===== src/rtl/serial_sub_ctrl_pkg.sv =====
// Shared definitions for the bit-serial subtract controller: FSM state encodings and width helpers.
// Optional build macro SERIAL_SUB_SAT_EN is consumed by serial_sub_ctrl.sv.
package serial_sub_ctrl_pkg;

  localparam int STATE_W = 2;

  typedef enum logic [STATE_W-1:0] {
    ST_IDLE = 2'b00,
    ST_RUN  = 2'b01,
    ST_DONE = 2'b10
  } state_t;

  // Bit-index counter width; never below one bit so the counter always exists.
  function automatic int cnt_width(input int width);
    return (width <= 2) ? 1 : $clog2(width);
  endfunction

endpackage


===== src/rtl/serial_sub_ctrl_full_sub_cell.sv =====
// One-bit full subtractor (x - y - bin) built from two cascaded half-subtractor stages.
// Purely combinational; the controller instantiates exactly one.
module full_sub_cell (
  input  logic x,
  input  logic y,
  input  logic bin,
  output logic d,
  output logic bout
);

  logic hs1_d;
  logic hs1_b;
  logic hs2_b;

  // First stage subtracts y from x, second stage subtracts the incoming borrow.
  always_comb begin
    hs1_d = x ^ y;
    hs1_b = ~x & y;
    d     = hs1_d ^ bin;
    hs2_b = ~hs1_d & bin;
    bout  = hs1_b | hs2_b;
  end

endmodule


===== src/rtl/serial_sub_ctrl.sv =====
// Bit-serial subtractor controller: diff = a - b, LSB first, one bit per clock via full_sub_cell.
// Define SERIAL_SUB_SAT_EN to clamp diff to zero when the final borrow is set.
module serial_sub_ctrl
  import serial_sub_ctrl_pkg::*;
#(
  parameter int WIDTH = 8
) (
  input  logic             clk,
  input  logic             rst_n,
  input  logic             start,
  input  logic [WIDTH-1:0] a,
  input  logic [WIDTH-1:0] b,
  output logic             busy,
  output logic             done,
  output logic [WIDTH-1:0] diff,
  output logic             borrow
);

  localparam int CNT_W = cnt_width(WIDTH);
  localparam logic [CNT_W-1:0] LAST_IDX = CNT_W'(WIDTH - 1);

  state_t           state;
  state_t           state_next;
  logic [CNT_W-1:0] count;
  logic [WIDTH-1:0] a_sr;
  logic [WIDTH-1:0] b_sr;
  logic [WIDTH-1:0] res_sr;
  logic [WIDTH-1:0] res_next;
  logic [WIDTH-1:0] final_diff;
  logic             borrow_q;
  logic             cell_d;
  logic             cell_bout;
  logic             accept;
  logic             last_bit;

  full_sub_cell u_cell (
    .x    (a_sr[0]),
    .y    (b_sr[0]),
    .bin  (borrow_q),
    .d    (cell_d),
    .bout (cell_bout)
  );

  // Next-state logic, handshake outputs and the shifted result word.
  always_comb begin
    state_next = state;
    busy       = 1'b0;
    done       = 1'b0;
    accept     = 1'b0;
    last_bit   = (count == LAST_IDX);
    res_next   = (res_sr >> 1) | {cell_d, {(WIDTH-1){1'b0}}};
    case (state)
      ST_IDLE: begin
        if (start) begin
          accept     = 1'b1;
          state_next = ST_RUN;
        end
      end
      ST_RUN: begin
        busy = 1'b1;
        if (last_bit) begin
          state_next = ST_DONE;
        end
      end
      ST_DONE: begin
        busy       = 1'b1;
        done       = 1'b1;
        state_next = ST_IDLE;
      end
      default: state_next = ST_IDLE;
    endcase
  end

`ifdef SERIAL_SUB_SAT_EN
  // A negative result is clamped to zero; the borrow still flags it.
  always_comb begin
    final_diff = cell_bout ? '0 : res_next;
  end
`else
  always_comb begin
    final_diff = res_next;
  end
`endif

  // Datapath and state register; diff/borrow only change on the final bit.
  always_ff @(posedge clk) begin
    if (!rst_n) begin
      state    <= ST_IDLE;
      count    <= '0;
      a_sr     <= '0;
      b_sr     <= '0;
      res_sr   <= '0;
      borrow_q <= 1'b0;
      diff     <= '0;
      borrow   <= 1'b0;
    end else begin
      state <= state_next;
      if (accept) begin
        a_sr     <= a;
        b_sr     <= b;
        count    <= '0;
        borrow_q <= 1'b0;
      end else if (state == ST_RUN) begin
        a_sr     <= a_sr >> 1;
        b_sr     <= b_sr >> 1;
        res_sr   <= res_next;
        borrow_q <= cell_bout;
        count    <= last_bit ? '0 : count + 1'b1;
        if (last_bit) begin
          diff   <= final_diff;
          borrow <= cell_bout;
        end
      end
    end
  end

endmodule


===== config.mk =====
export PLATFORM = sky130hd
export DESIGN_NAME = serial_sub_ctrl
export DESIGN_NICKNAME = d
export VERILOG_FILES = /design/src/rtl/serial_sub_ctrl_pkg.sv /design/src/rtl/serial_sub_ctrl_full_sub_cell.sv /design/src/rtl/serial_sub_ctrl.sv
export SDC_FILE = /design/constraint.sdc
export NUM_CORES = 1
export LEC_CHECK = 0
export CAP_MARGIN = 25
export CELL_PAD_IN_SITES_DETAIL_PLACEMENT = 1
export CELL_PAD_IN_SITES_GLOBAL_PLACEMENT = 1
export CORE_UTILIZATION = 35
export DETAILED_ROUTE_END_ITERATION = 12
export PLACE_DENSITY = 0.74
export SLEW_MARGIN = 20
export SYNTH_ARGS = -nofsm -noshare
export SYNTH_HDL_FRONTEND = slang
export SYNTH_SLANG_ARGS = --single-unit
export TNS_END_PERCENT = 30

===== constraint.sdc =====
create_clock -name clk -period 1.5 [get_ports clk]
set_clock_uncertainty 0.15 [all_clocks]
set_input_delay 0.225 -clock clk [delete_from_list [all_inputs] [get_ports clk]]
set_output_delay 0.225 -clock clk [all_outputs]
set_load 0.05 [all_outputs]

==> key figures <==
Global route
  • GRT Overall Usage: 15.70%
  • GRT overflow: 0
  • Global-route wire length before repair: 6175 um
  • Grt met3 use: 4.274%
  • Largest net degree at the start of global routing: 31
  • Global routing usage on met2: 30.02%
  • Most heavily used metal layer in global routing: met2
  • Initial antenna violation count: 0
  • Number of global-route vias before repair: 1373
  • Global-route track usage on met1: 16.71%

Setup path
  • Cell Chain, Critical Path: inv_2 -> buf_6 -> ha_4 -> buf_12
  • Setup CP Type: reg2out
  • Capturing point of the worst reg2reg path: diff[0]
  • CP arrival: roughly 1.1 ns
  • Type of element capturing the critical path: output pin
  • Critical path fanouts, max: 2
  • Start point of the critical path: state[0]
  • Slowest cell delay on critical path: 0.35 ns
  • Worst Path Required: about 1.1 ns
  • Type of origin of the critical path: register
  • Worst Reg-to-Reg Cells: 4
  • Reg-to-reg slack, setup: 0.04 ns
  • WP depth: 4
  • Buffers & Inverters on Critical Path: 3
  • Reg-to-reg critical path startpoint: count[0]
  • Kind of cell with the highest combined delay on the critical path: flip-flops
  • Slowest-stage cell, CP: dfxtp_2
  • Critical Path End: done

Timing
  • Highest clock frequency the design can meet: ~670 MHz
  • Count of final max-slew check failures: 0
  • Fin Hold WS: 0.3312 ns
  • Final clock period utilization by the worst path: 99.01%
  • Slew Limit Headroom: 84.50%
  • Hold violation count in the final report: 0
  • Min Tclk post-route: roughly 1.5 ns
  • Setup-violating endpoint count in the final report: 0
  • Slew at the pin with the worst max-slew slack: 0.2318 ns

Power
  • Net Sw Frac: 28.62%
  • Proportion of power drawn by combinational gates: 30.0%
  • Clock network power share: 29.3%
  • Power share of the sequential group: between 40% and 50%
  • Net Sw Power: slightly above 800 uW
  • Leakage: 0.8730 nW
  • Pwr Total: about 2.9 mW
  • Worst supply voltage drop on vdd: 0.0006162 V
  • Power per Cell Area: between 1000 and 1500 nW/um^2
  • Internal: 2.056 mW

Synth
  • Synthesized netlist net count: between 150 and 200
  • Cells taking the most area after synthesis: dfxtp_1 (46%), mux2i_1 (20%), a21oi_1 (4.8%)
  • Flip-flop cell with the highest count after synthesis: dfxtp_1
  • Synth warnings: 0
  • Post-synthesis async set-or-reset flop share: 0%
  • Cell type with the largest total area after synthesis: dfxtp_1
  • Most common cell in the netlist: dfxtp_1
  • Synth Register Bits: 38
  • Synthesized instance count: 171
  • Post-synthesis instance area: 1668 sq um
  • Share of the synthesized area in the top cell type: ~46%
  • Synthesized area divided by synthesized cell count: between 9 and 10 sq um
  • Top post-synthesis cells by count: dfxtp_1 (38), mux2i_1 (33), nand2_1 (19)
  • Part of the Yosys area used for sequential elements: 45.61%
  • Count of cell types in the netlist: 24
  • Number of synthesized flops with an enable pin: 0

Floorplan
  • Number of rows in the core area: 24
  • Initial core utilization: 37.28%
  • Die H: roughly 71 um
  • DIE WIDTH: 71.03 um
  • Die area: 5045 sq um
  • CORE AREA: 4474 sq um
  • Ports: 30

Status
  • Violations in the final reports: DRC
  • Run status: finished, violations left

Run
  • Max-capacitance violation count: 0

Drt
  • Drt first pass iters: 8
  • Via count normalized by instance count: 4.966
  • Overall via count from detail_route: around 1300
  • Antenna Nets Post-Route: 0
  • Drt wl/cell: 13.88 um
  • Violation count after the first detailed-routing iteration: 74
  • DRC Markers: 4
  • Wire length after detailed routing: 3665 um

Clock network
  • CTS Root Cell: clkbuf_8
  • Clock transition at the registers of the reported paths: 0.08 ns
  • H-tree levels: 2
  • Max clock buf depth: 2
  • Total number of clock tree sinks: 38
  • Clock network latency to the later pin of the worst-skew pair: between 0.2 and 0.3 ns
  • Clock tree from TritonCTS: yes
  • Count of hold-fix buffers inserted at cts: 0
  • TritonCTS buffer count: 5

Finish
  • Final Core Density: 53.22%
  • Share of final-layout standard cells stronger than drive strength 1: 21.70%
  • Number of diodes added for antenna fixing: 0
  • Number of nets in the finished design: 237
  • P&R area growth vs syn: 42.76%

Place
  • HPWL after detailed placement: 2694 um
  • Final RePlAce weighted congestion: just under 0.7
  • I/O Buffers: 29

Min path
  • Type of the tightest min-delay check: reg2reg
==> routing by layer <==
metal | share of wire [%] | vias up
met1 | 43 | 617
met2 | 52 | 27
met4 | 0.95 | 0
met5 | 0 | -
li1 | - | 662
met3 | 4.0 | 5
==> worst min path at each step <==
stage                     to  cells past startpoint      start  slack [ns]
floorplan            a_sr[7]                      2      start        0.23
global placement     diff[0]                      2  res_sr[1]        0.31
detailed placement   diff[0]                      2  res_sr[1]        0.31
CTS                  diff[0]                      2  res_sr[1]        0.34
global route        borrow_q                      2   borrow_q        0.36
finish               diff[4]                      2  res_sr[5]        0.33
==> sequential cells by signal, summed over array words and instances (netlist names) <==
register  flops
borrow        1
state         2
res_sr        7
count         3
a_sr          8
diff          8
borrow_q      1
b_sr          8
==> worst register-to-register path, delay by kind of cell, from the launching register on <==
family | cells | cell delay, ns
mux | 1 | 0.21
simple gates | 1 | 0.25
flops | 1 | 0.38
fa+ha+maj | 2 | 0.39
==> placed cells by master (no fill, tap or decap), drive strengths merged <==
master	n
a211oi	1
a21boi	2
a21oi	16
a41o	1
and3	2
buf	26
bufinv	1
clkbuf	5
clkdlybuf4s50	18
clkinv	2
dfxtp	38
fa	1
ha	6
inv	4
mux2i	33
nand2	20
nand2b	2
nand3	2
nand3b	2
nor2	6
nor2b	8
o21ai	15
or2b	1
==> power by group through the flow <==
stage	clock network, mW	logic (mW)	registers, mW
6_report	0.844	0.864	1.17
5_1_grt	0.905	0.945	1.19
4_1_cts	0.873	0.840	1.17
3_5_place_dp	0	0.785	1.19
3_3_place_gp	0	0.754	1.19
2_1_floorplan	0	0.534	1.17
==> final cells by class <==
cell class                 instances  area, sq um
inverter                           4        15.01
fill                             485         2093
sequential                        38        763.2
clock inverter                     3        40.04
tap                               52        65.06
clock buffer                       5        68.82
multi-input combinational        118        883.3
timing repair buffer              44        545.5
==> stage by stage <==
step                      worst slack (ns)  area, sq um  std cells    TNS, ns
after global routing              -0.01805         2381        264   -0.02329
after detailed placement          -0.06663         2191        254    -0.8503
after floorplan                    0.05930         1668        171          0
final                              0.01484         2381        264          0
after global placement           -0.001875         2191        254  -0.006221
after CTS                         0.002271         2356        264          0
==> cell families after synthesis <==
family          after synthesis  share of synthesized area [%]
buf+inv                      16                          5.250
fa+ha+maj                     7                          5.701
compound gates               35                          11.25
mux                          33                          19.81
flops                        38                          45.61
simple gates                 42                          12.38
==> timing repair <==
item                       4_1_cts  5_1_grt
buffers inserted                 1        0
setup endpoints to repair       24       32
pin swaps                        1        1
cloned                           1        0
resized for setup                9        6
Note: power is estimated with default switching activity, not from simulation.
